## config.mk

```make
export PLATFORM = sky130hd
export DESIGN_NAME = branch_resolve_ctrl
export DESIGN_NICKNAME = d
export VERILOG_FILES = /design/src/rtl/branch_pkg.sv /design/src/rtl/branch_cmp.sv /design/src/rtl/branch_resolve_ctrl.sv
export SDC_FILE = /design/constraint.sdc
export NUM_CORES = 1
export LEC_CHECK = 0
export CORE_MARGIN = 2
export CORE_UTILIZATION = 40
export DETAILED_ROUTE_END_ITERATION = 8
export PLACE_DENSITY = 0.74
export SLEW_MARGIN = 25
export SYNTH_ARGS = -nofsm -noshare
export SYNTH_HDL_FRONTEND = slang
export SYNTH_SLANG_ARGS = --single-unit
```

## constraint.sdc

```tcl
create_clock -name clk -period 3.74 [get_ports clk]
set_clock_uncertainty 0.15 [all_clocks]
set_input_delay 0.374 -clock clk [delete_from_list [all_inputs] [get_ports clk]]
set_output_delay 0.374 -clock clk [all_outputs]
set_load 0.02 [all_outputs]
```

## src/rtl/branch_pkg.sv

```systemverilog
// Shared definitions for the branch resolution block: B-type func3 encodings,
// controller state encoding and a small target-alignment helper.
package branch_pkg;

    // B-type func3 encodings; 3'd2 and 3'd3 are reserved.
    localparam logic [2:0] BEQ  = 3'd0;
    localparam logic [2:0] BNE  = 3'd1;
    localparam logic [2:0] BLT  = 3'd4;
    localparam logic [2:0] BGE  = 3'd5;
    localparam logic [2:0] BLTU = 3'd6;
    localparam logic [2:0] BGEU = 3'd7;

    // Controller states.
    typedef enum logic [1:0] {
        IDLE     = 2'd0,
        EVAL     = 2'd1,
        REDIRECT = 2'd2
    } br_state_e;

    // A jump target is misaligned when it is not on a 4-byte boundary.
    function automatic logic target_misaligned(input logic [1:0] low_bits);
        return (low_bits != 2'b00);
    endfunction

endpackage

```

## src/rtl/branch_cmp.sv

```systemverilog
// Combinational branch comparator: decides taken/illegal from the two source
// operands and func3. Signed compares for BLT/BGE, unsigned for BLTU/BGEU.
module branch_cmp
    import branch_pkg::*;
#(
    parameter int XLEN = 32
) (
    input  logic [XLEN-1:0] rs1,
    input  logic [XLEN-1:0] rs2,
    input  logic [2:0]      func3,
    output logic            taken,
    output logic            illegal
);

    logic eq_s;
    logic lt_s;
    logic ltu_s;

    assign eq_s  = (rs1 == rs2);
    assign lt_s  = ($signed(rs1) < $signed(rs2));
    assign ltu_s = (rs1 < rs2);

    // Select the comparison result for the encoded condition.
    always_comb begin
        taken   = 1'b0;
        illegal = 1'b0;
        case (func3)
            BEQ:     taken = eq_s;
            BNE:     taken = !eq_s;
            BLT:     taken = lt_s;
            BGE:     taken = !lt_s;
            BLTU:    taken = ltu_s;
            BGEU:    taken = !ltu_s;
            default: illegal = 1'b1;
        endcase
    end

endmodule

```

## src/rtl/branch_resolve_ctrl.sv

```systemverilog
// Branch resolution controller for the EX stage. Captures one branch, evaluates
// it for exactly one cycle, reports the outcome and, on a mispredict, holds a
// redirect/flush request towards fetch until it is accepted.
// Optional feature macro: BRANCH_STATS_EN adds branch/mispredict counters.
module branch_resolve_ctrl
    import branch_pkg::*;
#(
    parameter int XLEN       = 32,
    parameter int INST_BYTES = 4
) (
    input  logic            clk,
    input  logic            rst,
    input  logic            br_valid,
    output logic            br_ready,
    input  logic [2:0]      br_func3,
    input  logic [XLEN-1:0] br_rs1,
    input  logic [XLEN-1:0] br_rs2,
    input  logic [XLEN-1:0] br_pc,
    input  logic [XLEN-1:0] br_imm,
    input  logic            br_pred_taken,
    output logic            resolve_valid,
    output logic            resolve_taken,
    output logic            illegal,
    output logic            misalign,
    output logic            redir_valid,
    input  logic            redir_ready,
    output logic [XLEN-1:0] redir_pc,
    output logic            flush
`ifdef BRANCH_STATS_EN
    ,
    output logic [31:0]     stat_branches,
    output logic [31:0]     stat_mispredicts
`endif
);

    br_state_e       state_r;
    br_state_e       next_state_s;

    logic [2:0]      func3_r;
    logic [XLEN-1:0] rs1_r;
    logic [XLEN-1:0] rs2_r;
    logic [XLEN-1:0] pc_r;
    logic [XLEN-1:0] imm_r;
    logic            pred_r;
    logic [XLEN-1:0] redir_pc_r;

    logic            taken_s;
    logic            illegal_s;
    logic [XLEN-1:0] target_s;
    logic            misalign_s;
    logic            redirect_s;
    logic            accept_s;

    assign br_ready = (state_r == IDLE);
    assign accept_s = br_valid && (state_r == IDLE);

    branch_cmp #(
        .XLEN (XLEN)
    ) u_cmp (
        .rs1     (rs1_r),
        .rs2     (rs2_r),
        .func3   (func3_r),
        .taken   (taken_s),
        .illegal (illegal_s)
    );

    // Target selection and outcome classification from the captured branch.
    always_comb begin
        target_s   = pc_r + XLEN'(INST_BYTES);
        misalign_s = 1'b0;
        redirect_s = 1'b0;
        if (taken_s) begin
            target_s = pc_r + imm_r;
        end else begin
            target_s = pc_r + XLEN'(INST_BYTES);
        end
        if (illegal_s) begin
            misalign_s = 1'b0;
            redirect_s = 1'b0;
        end else begin
            misalign_s = taken_s && target_misaligned(target_s[1:0]);
            redirect_s = !misalign_s && (taken_s != pred_r);
        end
    end

    // Next-state decision for the accept / evaluate / redirect sequence.
    always_comb begin
        next_state_s = state_r;
        case (state_r)
            IDLE: begin
                if (br_valid) begin
                    next_state_s = EVAL;
                end else begin
                    next_state_s = IDLE;
                end
            end
            EVAL: begin
                if (redirect_s) begin
                    next_state_s = REDIRECT;
                end else begin
                    next_state_s = IDLE;
                end
            end
            REDIRECT: begin
                if (redir_ready) begin
                    next_state_s = IDLE;
                end else begin
                    next_state_s = REDIRECT;
                end
            end
            default: next_state_s = IDLE;
        endcase
    end

    // Outcome and redirect outputs, decoded from state and captured registers only.
    always_comb begin
        resolve_valid = 1'b0;
        resolve_taken = 1'b0;
        illegal       = 1'b0;
        misalign      = 1'b0;
        redir_valid   = 1'b0;
        flush         = 1'b0;
        case (state_r)
            EVAL: begin
                illegal       = illegal_s;
                resolve_valid = !illegal_s;
                resolve_taken = !illegal_s && taken_s;
                misalign      = misalign_s;
            end
            REDIRECT: begin
                redir_valid = 1'b1;
                flush       = 1'b1;
            end
            default: begin
                resolve_valid = 1'b0;
                redir_valid   = 1'b0;
            end
        endcase
    end

    assign redir_pc = redir_pc_r;

    // State register.
    always_ff @(posedge clk) begin
        if (rst) begin
            state_r <= IDLE;
        end else begin
            state_r <= next_state_s;
        end
    end

    // Capture the presented branch when it is accepted.
    always_ff @(posedge clk) begin
        if (rst) begin
            func3_r <= 3'd0;
            rs1_r   <= {XLEN{1'b0}};
            rs2_r   <= {XLEN{1'b0}};
            pc_r    <= {XLEN{1'b0}};
            imm_r   <= {XLEN{1'b0}};
            pred_r  <= 1'b0;
        end else if (accept_s) begin
            func3_r <= br_func3;
            rs1_r   <= br_rs1;
            rs2_r   <= br_rs2;
            pc_r    <= br_pc;
            imm_r   <= br_imm;
            pred_r  <= br_pred_taken;
        end else begin
            func3_r <= func3_r;
            rs1_r   <= rs1_r;
            rs2_r   <= rs2_r;
            pc_r    <= pc_r;
            imm_r   <= imm_r;
            pred_r  <= pred_r;
        end
    end

    // Load the corrected PC on entry to REDIRECT; held stable while it is pending.
    always_ff @(posedge clk) begin
        if (rst) begin
            redir_pc_r <= {XLEN{1'b0}};
        end else if ((state_r == EVAL) && redirect_s) begin
            redir_pc_r <= target_s;
        end else begin
            redir_pc_r <= redir_pc_r;
        end
    end

`ifdef BRANCH_STATS_EN
    // Count resolved branches and mispredict redirects; both wrap at 2^32.
    always_ff @(posedge clk) begin
        if (rst) begin
            stat_branches    <= 32'd0;
            stat_mispredicts <= 32'd0;
        end else if (state_r == EVAL) begin
            if (!illegal_s) begin
                stat_branches <= stat_branches + 32'd1;
            end else begin
                stat_branches <= stat_branches;
            end
            if (redirect_s) begin
                stat_mispredicts <= stat_mispredicts + 32'd1;
            end else begin
                stat_mispredicts <= stat_mispredicts;
            end
        end else begin
            stat_branches    <= stat_branches;
            stat_mispredicts <= stat_mispredicts;
        end
    end
`endif

endmodule

```

== Word level (Yosys, flattened, before mapping) ==
Cells that the tools add are included.

* Flip-flop bits (word level): 166
* Input bits: 136
* Output and inout port bits: 39
* Logic and storage cells: 48

* Add/sub/neg operators: 2
* Order comparisons: 2
* Equal/unequal tests: 9
* Multiplexer cells: 14
* Reductions and logical operators: 13

{| class="wikitable"
|+ Operators by type and width
! kind !! number
|-
| less-than comparator 32 bit || 2
|-
| adder 32 x 3 -> 32 bit (second input constant) || 1
|-
| adder 32 bit || 1
|-
| == test 32 bit || 1
|-
| 2-to-1 mux 32 bit || 1
|-
| == test 3 bit (second input constant) || 4
|-
| 2-to-1 mux 1 bit || 9
|-
| case mux 1 bit (6 select lines) || 1
|-
| case mux 2 bit (3 select lines) || 1
|-
| OR reduction 6 bit || 1
|-
| logical AND 1 bit || 5
|-
| zero test 1 bit || 4
|-
| 2-to-1 mux 2 bit || 2
|-
| == test 3 x 1 -> 1 bit (second input constant) || 1
|-
| zero test 3 bit || 1
|-
| == test 2 x 1 -> 1 bit (second input constant) || 1
|-
| == test 2 bit (second input constant) || 1
|-
| zero test 2 bit || 1
|-
| nonzero test 2 bit || 1
|-
| inequality test 1 bit || 1
|}

== Depth between registers and ports, before layout ==
Gate-level depths: netlist of the first run.

* Depth in word-level cells: 11
* Mapped depth: 14

== By module ==
From an unflattened synthesis of the first run, not the netlist that was laid out.

* Cells, all modules: 1224
* Area, all modules: 9197.6 sq um

{| class="wikitable"
|+ By module, submodules not included
! module !! times used !! cells an instance !! area each (sq um) !! sequential area each (sq um)
|-
| branch_resolve_ctrl || 1 || 1103 || 8326.7 || 3323.2
|-
| branch_cmp || 1 || 121 || 870.8 || 0.0
|}

== Worst setup path after synthesis of the first run ==
No wires, ideal clock.

* Path type: reg-to-output
* From: register rs2_r[13]
* To: output misalign
* Arrival: 3.003 ns
* Data required time: 3.216 ns
* Path slack: 0.213 ns
* Stages on the path, launching flop included: 13
* Path buffers: 2
* Path through: dfxtp_1 > inv_1 > ha_1 > a21o_1 > a21oi_2 > o221ai_1 > a221o_1 > nor4_1 > mux2_2 > o2111a_2 > buf_6 > buf_2 > nor3b_1

* Cells in the longest elaborated chain, start to end: 8
* Elaborated cells between the ends (all ways): 12

{| class="wikitable"
|+ Ends and longest elaborated chain
! item !! RTL line !! text
|-
| start, declared || branch_resolve_ctrl.sv:41 || <nowiki>logic [XLEN-1:0] rs2_r;</nowiki>
|-
| start signal, assigned || branch_resolve_ctrl.sv:157 || <nowiki>rs2_r <= {XLEN{1'b0}};</nowiki>
|-
| start signal, assigned || branch_resolve_ctrl.sv:164 || <nowiki>rs2_r <= br_rs2;</nowiki>
|-
| start signal, assigned || branch_resolve_ctrl.sv:171 || <nowiki>rs2_r <= rs2_r;</nowiki>
|-
| less-than comparator 32 bit (tied with other cells) || branch_cmp.sv:21 || <nowiki>assign ltu_s = (rs1 < rs2);</nowiki>
|-
| zero test 1 bit, on equally long branches || branch_cmp.sv:33, branch_cmp.sv:29, branch_cmp.sv:31 ||
|-
| case mux 1 bit (6 select lines) (*) || branch_cmp.sv:27 || <nowiki>case (func3)</nowiki>
|-
| 2-to-1 mux 32 bit || branch_resolve_ctrl.sv:72 || <nowiki>if (taken_s) begin</nowiki>
|-
| nonzero test 2 bit || branch_pkg.sv:22 || <nowiki>return (low_bits != 2'b00);</nowiki>
|-
| logical AND 1 bit (*) || branch_resolve_ctrl.sv:81 || <nowiki>misalign_s = taken_s && target_misaligned(target_s[1:0]);</nowiki>
|-
| 2-to-1 mux 1 bit (*) || branch_resolve_ctrl.sv:77 || <nowiki>if (illegal_s) begin</nowiki>
|-
| 2-to-1 mux 1 bit (*) || branch_resolve_ctrl.sv:123 || <nowiki>case (state_r)</nowiki>
|-
| end, declared || branch_resolve_ctrl.sv:24 || <nowiki>output logic misalign,</nowiki>
|}

Every way passes the cells marked *; elsewhere a longest branch is shown, timed or not.

== Worst setup path after layout of the first run ==
* From: register rs2_r[31]
* To: output resolve_taken

* Cells in the longest elaborated chain, start to end: 5
* Elaborated cells between the ends (all ways): 9

{| class="wikitable"
|+ Ends and longest elaborated chain
! item !! RTL line !! text
|-
| less-than comparator 32 bit (tied with other cells) || branch_cmp.sv:21 ||
|-
| zero test 1 bit, on equally long branches || branch_cmp.sv:33, branch_cmp.sv:29, branch_cmp.sv:31 ||
|-
| case mux 1 bit (6 select lines) (*) || branch_cmp.sv:27 ||
|-
| logical AND 1 bit (*) || branch_resolve_ctrl.sv:127 || <nowiki>resolve_taken = !illegal_s && taken_s;</nowiki>
|-
| 2-to-1 mux 1 bit (*) || branch_resolve_ctrl.sv:123 ||
|-
| end, declared || branch_resolve_ctrl.sv:22 || <nowiki>output logic resolve_taken,</nowiki>
|}

Marks and branches as above.

==> results of run 1 <==
[cells by family after synthesis]
family | after synthesis | share of synthesized area [%]
and+or+nand+nor | 478 | 23.1
AOI/OAI and AO/OA | 282 | 19.4
DFF | 166 | 37.2
buffers and inverters | 109 | 5.04
adders and majority gates | 65 | 9.18
xor gates and xnor gates | 55 | 5.39
muxes | 4 | 0.741
[tightest hold or removal path: stages, from the launching register on]
cell,delay (ns)
dfxtp_1,0.31
nand2_1,0.05
a21oi_1,0.05
[layer usage]
layer	wire length, um	vias up	global-route usage (%)	share of wire [%]
met2	11700	222	33.9	47
li1	-	4304	-	-
met3	1370	28	4.26	5.5
met4	354	0	4.94	1.4
met5	0	-	0	0
met1	11300	4010	26.5	46
[synthesized netlist by cell type (all sizes together), types with 4 or more instances]
master,instances
clkbuf,48
o21ai,19
a31oi,10
inv,47
a22oi,4
a2111oi,12
o211ai,7
nor4,7
a21oi,172
o21bai,4
a21o,15
buf,14
o22ai,5
nor3,29
xnor2,38
nand2b,10
nand3,24
nor2,53
and3,12
nor2b,7
nand4,16
nand2,307
ha,64
xor2,17
dfxtp,166
or3,5
o21a,6
a211oi,4
[timing repair]
| item | 4_1_cts | 5_1_grt |
|---|---|---|
| setup buffers | 0 | 10 |
| endpoints found under the setup margin | 10 | 21 |
| pin swaps | 2 | 23 |
| gates cloned | 0 | 2 |
| gates resized for setup | 11 | 44 |
[power by group]
part / switching [uW] / total, uW / internal [uW]
combinational: 522 / 1010 / 484
sequential: 91.0 / 1970 / 1880
clock: 727 / 1760 / 1030
total: 1340 / 4740 / 3400
[per-stage QoR]
step / instances / TNS, ns / total power, uW
final: 1614 / 0 / 4740
after global routing: 1614 / -0.0929 / 4960
after CTS: 1602 / -0.0208 / 4670
after detailed placement: 1571 / -0.310 / 2910
after global placement: 1571 / -0.0402 / 2890
after floorplan: 1159 / 0 / 2570
[state kept, by name, indices dropped and copies added, names as in the netlist]
register / count
func3_r: 3
imm_r: 32
pc_r: 32
pred_r: 1
redir_pc: 32
rs1_r: 32
rs2_r: 32
state_r: 2
[worst paths after layout]
path / cells past startpoint / to / slack, ns
setup / recovery: 12 / resolve_taken / 0.1
hold / removal: 2 / rs2_r[16]$_SDFFE_PP0P_ / 0.31
setup reg to reg: 15 / redir_pc[24]$_SDFFE_PP0P_ / 0.14
hold reg to reg: 2 / rs2_r[16]$_SDFFE_PP0P_ / 0.31
[cells in the final DEF, fill, tap and decap left out, types with 8 or more instances in the layout]
cell type,n
nor2_1,51
and3_1,12
nand4_1,15
xnor2_1,38
nand2b_1,10
o21ai_0,19
dfxtp_1,157
a21o_1,15
a31oi_1,10
xor2_1,17
buf_4,25
clkdlybuf4s50_1,171
clkbuf_16,19
a2111oi_2,8
nand3_1,23
dfxtp_2,9
nand2_1,306
inv_1,44
ha_1,57
a21oi_1,167
nor3_1,28
[area by class of cell]
type	count	area share, %
Sequential cell	166	28.0
Tap cell	280	2.94
Clock buffer	20	3.92
Clock inverter	11	1.06
Multi-Input combinational cell	884	45.0
Inverter	47	1.48
Timing Repair Buffer	206	17.6
==> summary.txt, run 1 <==
Status -> completed
Max clock buf depth -> 2
Gr usage total -> 20.1%
Worst-skew pair later-pin latency -> 0.43 ns
Final WS setup -> 0.0963 ns
TritonCTS clock tree -> yes
Number of global-route vias before repair -> 7935
Worst path cell trace -> inv_1, ha_4, nand4_4, nor4_4, a221o_1, buf_4, a2111oi_4, xnor2_1, o2111a_2, buf_6, nor2_2, buf_6
Largest cells by area after synthesis -> dfxtp_1, nand2_1, a21oi_1
Row count -> 54
Synth area leader -> dfxtp_1
Die Height -> 154 um
Crit path buf inv count -> 4
WP data required -> 3.22 ns
I/O Buffers -> 174
Worst Path Max Fanout -> 4
First-pass GRT wire length -> 39100 um
Core ar. -> 21900 um^2
Asr flop ratio synth -> 0%
Max_cap viols -> 0
Design area -> 11900 um^2
Syn Inst Count -> 1159
Initial antenna violation count -> 0
Family with the most delay on the worst path -> compound AO/OA/AOI/OAI gates
Layout cells sized above 1 -> 9.07%
Num CTS Buffers -> 17
Netlist cell types -> 63
Maximum VDD drop -> 0.000188 V
Hold Startpoint -> rs2_r[16]$_SDFFE_PP0P_
Post-DP HPWL -> 17400 um
Largest net degree at the start of global routing -> 77
EDFF count, synth -> 0
Reg area -> 3330 um^2
Dominant synthesized flop cell -> dfxtp_1
Total wire length -> 24800 um
Synthesized Nets -> 1360
Slew @ Worst Pin -> 0.800 ns
Combined area of the multi-input logic cells -> 5370 um^2
CP Launch Type -> flop
Post-route ant nets -> 0
Grt total ovfl -> 0
Slowest stage delay, CP -> 0.40 ns
Clock transition at path regs -> 0.07 ns
Filler cells -> 2058
Via count -> 8564
Peak Freq -> 0.274 GHz
Clock Sinks -> 166
Slew Limit Headroom -> 46.7%
Final Max Tran Viols -> 0
Die area -> 23600 um^2
Class of the most critical setup path -> flop to output port
Die Wd -> 154 um
DP Area -> 11000 um^2
Vias per inst -> 5.31
PD cells -> 398 nW/um^2
Initial DRC Count -> 508
Max H-tree Level -> 4
Critical path data arrival time -> 3.12 ns
WL per Instance -> 15.3 um
Initial Utilization -> 40.9%
Fin crit period -> 3.64 ns
Final Util -> 54.4%
I/O pins -> 175
Mean area per synthesized cell -> 7.72 um^2
Hold Path Class -> flop to flop
Worst hold slack -> 0.306 ns
Clock root cell -> clkbuf_16
Worst slack at placement -> -0.0681 ns
Post-synthesis register bit count -> 166
Most used cell, CP -> buf_6
Warnings, synthesis -> 0
Remaining DRCs -> 0
RR Startpoint -> rs2_r[13]$_SDFFE_PP0P_
Sequential area share after synthesis -> 37.2%
Routability cong. -> 0.860
Layout area overhead -> 33.2%
Slowest-stage cell, CP -> nor4_4
Leakage -> 0.00463 uW
Crit share post-route -> 97.4%
TritonRoute pass-1 iters -> 5
Worst setup path start -> rs2_r[31]$_SDFFE_PP0P_
Hold Vio Cnt, Final -> 0
Final setup violation count -> 0
Netlist Area Pre-Place -> 8940 um^2
Yosys top cell area share -> 37.2%
Worst setup EP type -> output port
Post-CTS Hold Buffers -> 0
Total Nets Final -> 1523
Antenna cells -> 0
No activity file was read; power rests on OpenSTA's default activity.
==> run 2, diff against run 1 <==
Settings changed: CAP_MARGIN set to 20, RECOVER_POWER set to 25.
==> run 2 against run 1 <==
Net effect:
- the flow now finishes with violations (DRC, capacitance limit, slew limit)
- flip-flop and latch count is the same
- sequential share of layout area is essentially flat
- critical path depth is the same
- via count is essentially flat
- final area is essentially flat
- combinational power is essentially flat
- sequential power is essentially flat
- clock-buffer cell count is the same
- register-to-register slack is essentially flat
- global-route usage is the same
- largest cell class unchanged
- highest routed layer unchanged
==> summary.txt, run 2 (synthesized netlist as in run 1, its figures left out) <==
TritonRoute pass-1 iters -> 7 (+2)
Final Max Tran Viols -> 61 (+61)
Initial Utilization -> 40.9% (unchanged)
Initial antenna violation count -> 0 (unchanged)
Pwr Total -> 4730 uW (-0.13%)
Status -> finished, violations left
R2R Setup Slk -> 0.14 ns (about the same)
Gr usage total -> 20.1% (unchanged)
Worst-skew pair later-pin latency -> 0.43 ns (about the same)
Class of the most critical setup path -> flop to output port
Largest net degree at the start of global routing -> 77 (unchanged)
Grt total ovfl -> 0 (unchanged)
Worst setup path start -> rs2_r[31]$_SDFFE_PP0P_
Max_cap viols -> 1 (+1)
Hold Vio Cnt, Final -> 0 (unchanged)
Maximum VDD drop -> 0.000188 V (about the same)
PD cells -> 397 nW/um^2 (about the same)
Final setup violation count -> 0 (unchanged)
Max clock buf depth -> 2 (unchanged)
Leakage -> 0.00474 uW (+2.3%)
Total wire length -> 24700 um (-0.36%)
Layout Cells excl Fill -> 1614 (unchanged)
Failing checks -> DRC, capacitance limit, slew limit
Routability cong. -> 0.860 (unchanged)
Post-DP HPWL -> 17400 um (unchanged)
Slowest-stage cell, CP -> nor4_4
Remaining DRCs -> 1 (+1)
Layout cells sized above 1 -> 9.00% (-0.075 points)
Most frequent cells in the layout -> nand2_1, a21oi_1, dfxtp_1
Hold path endpoint -> rs2_r[16]$_SDFFE_PP0P_
TritonCTS clock tree -> yes
Number of global-route vias before repair -> 7935 (unchanged)
Clock transition at path regs -> 0.07 ns (about the same)
Clock root cell -> clkbuf_16
Post-route ant nets -> 0 (unchanged)
Commonest non-fill, non-tap cell in the layout -> nand2_1
Worst Path Max Fanout -> 4 (unchanged)
Slowest stage delay, CP -> 0.41 ns (about the same)
I/O pins -> 175 (unchanged)
Core ar. -> 21900 um^2 (unchanged)
Initial DRC Count -> 541 (+6.5%)
Crit share post-route -> 97.8% (+0.39 points)
Post-CTS Hold Buffers -> 0 (unchanged)
Antenna cells -> 0 (unchanged)
Critical R2R Capture -> redir_pc[24]$_SDFFE_PP0P_
Slew @ Worst Pin -> 2.01 ns (+1.21 ns)
RR Startpoint -> rs2_r[13]$_SDFFE_PP0P_
Clock Sinks -> 166 (unchanged)
Max H-tree Level -> 4 (unchanged)
Num CTS Buffers -> 17 (unchanged)
Fin crit period -> 3.66 ns (+0.0147 ns)
Cell count of the worst reg-to-reg path -> 15 (unchanged)
Most used cell, CP -> buf_6
WP data required -> 3.22 ns (about the same)
Worst path cell trace -> inv_1, ha_4, nand4_4, nor4_4, a221o_1, buf_4, a2111oi_4, xnor2_1, o2111a_2, buf_6, nor2_2, buf_6
DP Cell Count -> 1571 (unchanged)
Worst hold slack -> 0.306 ns (-0.0000180 ns)
Peak Freq -> 0.273 GHz (-0.40%)
Layout area overhead -> 33.1% (about the same)
Worst setup EP type -> output port
Hold Path Class -> flop to flop
Design area -> 11900 um^2 (about the same)
Die Wd -> 154 um (unchanged)
Die Height -> 154 um (unchanged)
Slew Limit Headroom -> -34.5% (-81 points)
WL per Instance -> 15.3 um (-0.36%)
First-pass GRT wire length -> 39100 um (unchanged)
Die area -> 23600 um^2 (unchanged)
Hold Startpoint -> rs2_r[16]$_SDFFE_PP0P_
Total Nets Final -> 1523 (unchanged)
CP Launch Type -> flop
Row count -> 54 (unchanged)
DP Area -> 11000 um^2 (unchanged)
I/O Buffers -> 174 (unchanged)
Min-Delay Path Depth -> 2 (unchanged)
Critical path data arrival time -> 3.13 ns (about the same)
Via count -> 8562 (-0.023%)
Vias per inst -> 5.30 (about the same)
run 2: metal layers:
layer	vias to the layer above	global-route usage (%)	part of all wire [%]
li1	4304	-	-
met1	4000	26.5	46
met2	232	33.9	47
met3	26	4.26	5.6
met4	0	4.94	1.5
met5	-	0	0
run 2: how the worst max path moves through the flow:
stage	to	slack, ns	depth (start not counted)
after floorplan	misalign	0.21	12
after CTS	redir_pc[25]$_SDFFE_PP0P_	-0.01	14
after detailed placement	redir_pc[25]$_SDFFE_PP0P_	-0.07	14
after global routing	misalign	-0.04	11
after global placement	misalign	-0.04	11
final	resolve_taken	0.08	12
run 2: layout make-up:
| cell class | instances | area, um^2 |
|---|---|---|
| Fill cell | 2060 | 9990 |
| Multi-Input combinational cell | 884 | 5360 |
| Sequential cell | 166 | 3330 |
| Timing Repair Buffer | 206 | 2090 |
| Clock buffer | 20 | 467 |
| Tap cell | 280 | 350 |
| Inverter | 47 | 176 |
| Clock inverter | 11 | 126 |
run 2: worst max-delay path, delay by kind of cell, from the launching register on:
family          cells  cell delay [ns]
compound gates      3             0.70
simple gates        3             0.68
buf+inv             4             0.52
flops               1             0.36
fa+ha+maj           1             0.29
xor+xnor            1             0.15
run 2: through the flow:
step | setup slack, ns | TNS, ns | utilization (%)
2_1_floorplan | 0.213 | 0 | -
3_3_place_gp | -0.0402 | -0.0402 | 50.1
3_5_place_dp | -0.0681 | -0.310 | 50.1
4_1_cts | -0.0135 | -0.0208 | 52.8
5_1_grt | -0.0439 | -0.0929 | 54.4
6_report | 0.0815 | 0 | 54.4
run 2: repair_timing:
action	4_1_cts	5_1_grt
pin swaps	2	23
gates resized for setup	11	44
setup buffers	0	10
setup endpoints to repair	10	21
hold endpoints to repair	0	0
gates cloned	0	2
run 2: where the power goes:
group          leakage (uW)  switching (uW)  total [uW]  internal (uW)
registers           0.00136            90.4        1970           1880
clock network      0.000280             729        1760           1030
logic               0.00310             519         998            480
total               0.00474            1340        4730           3390
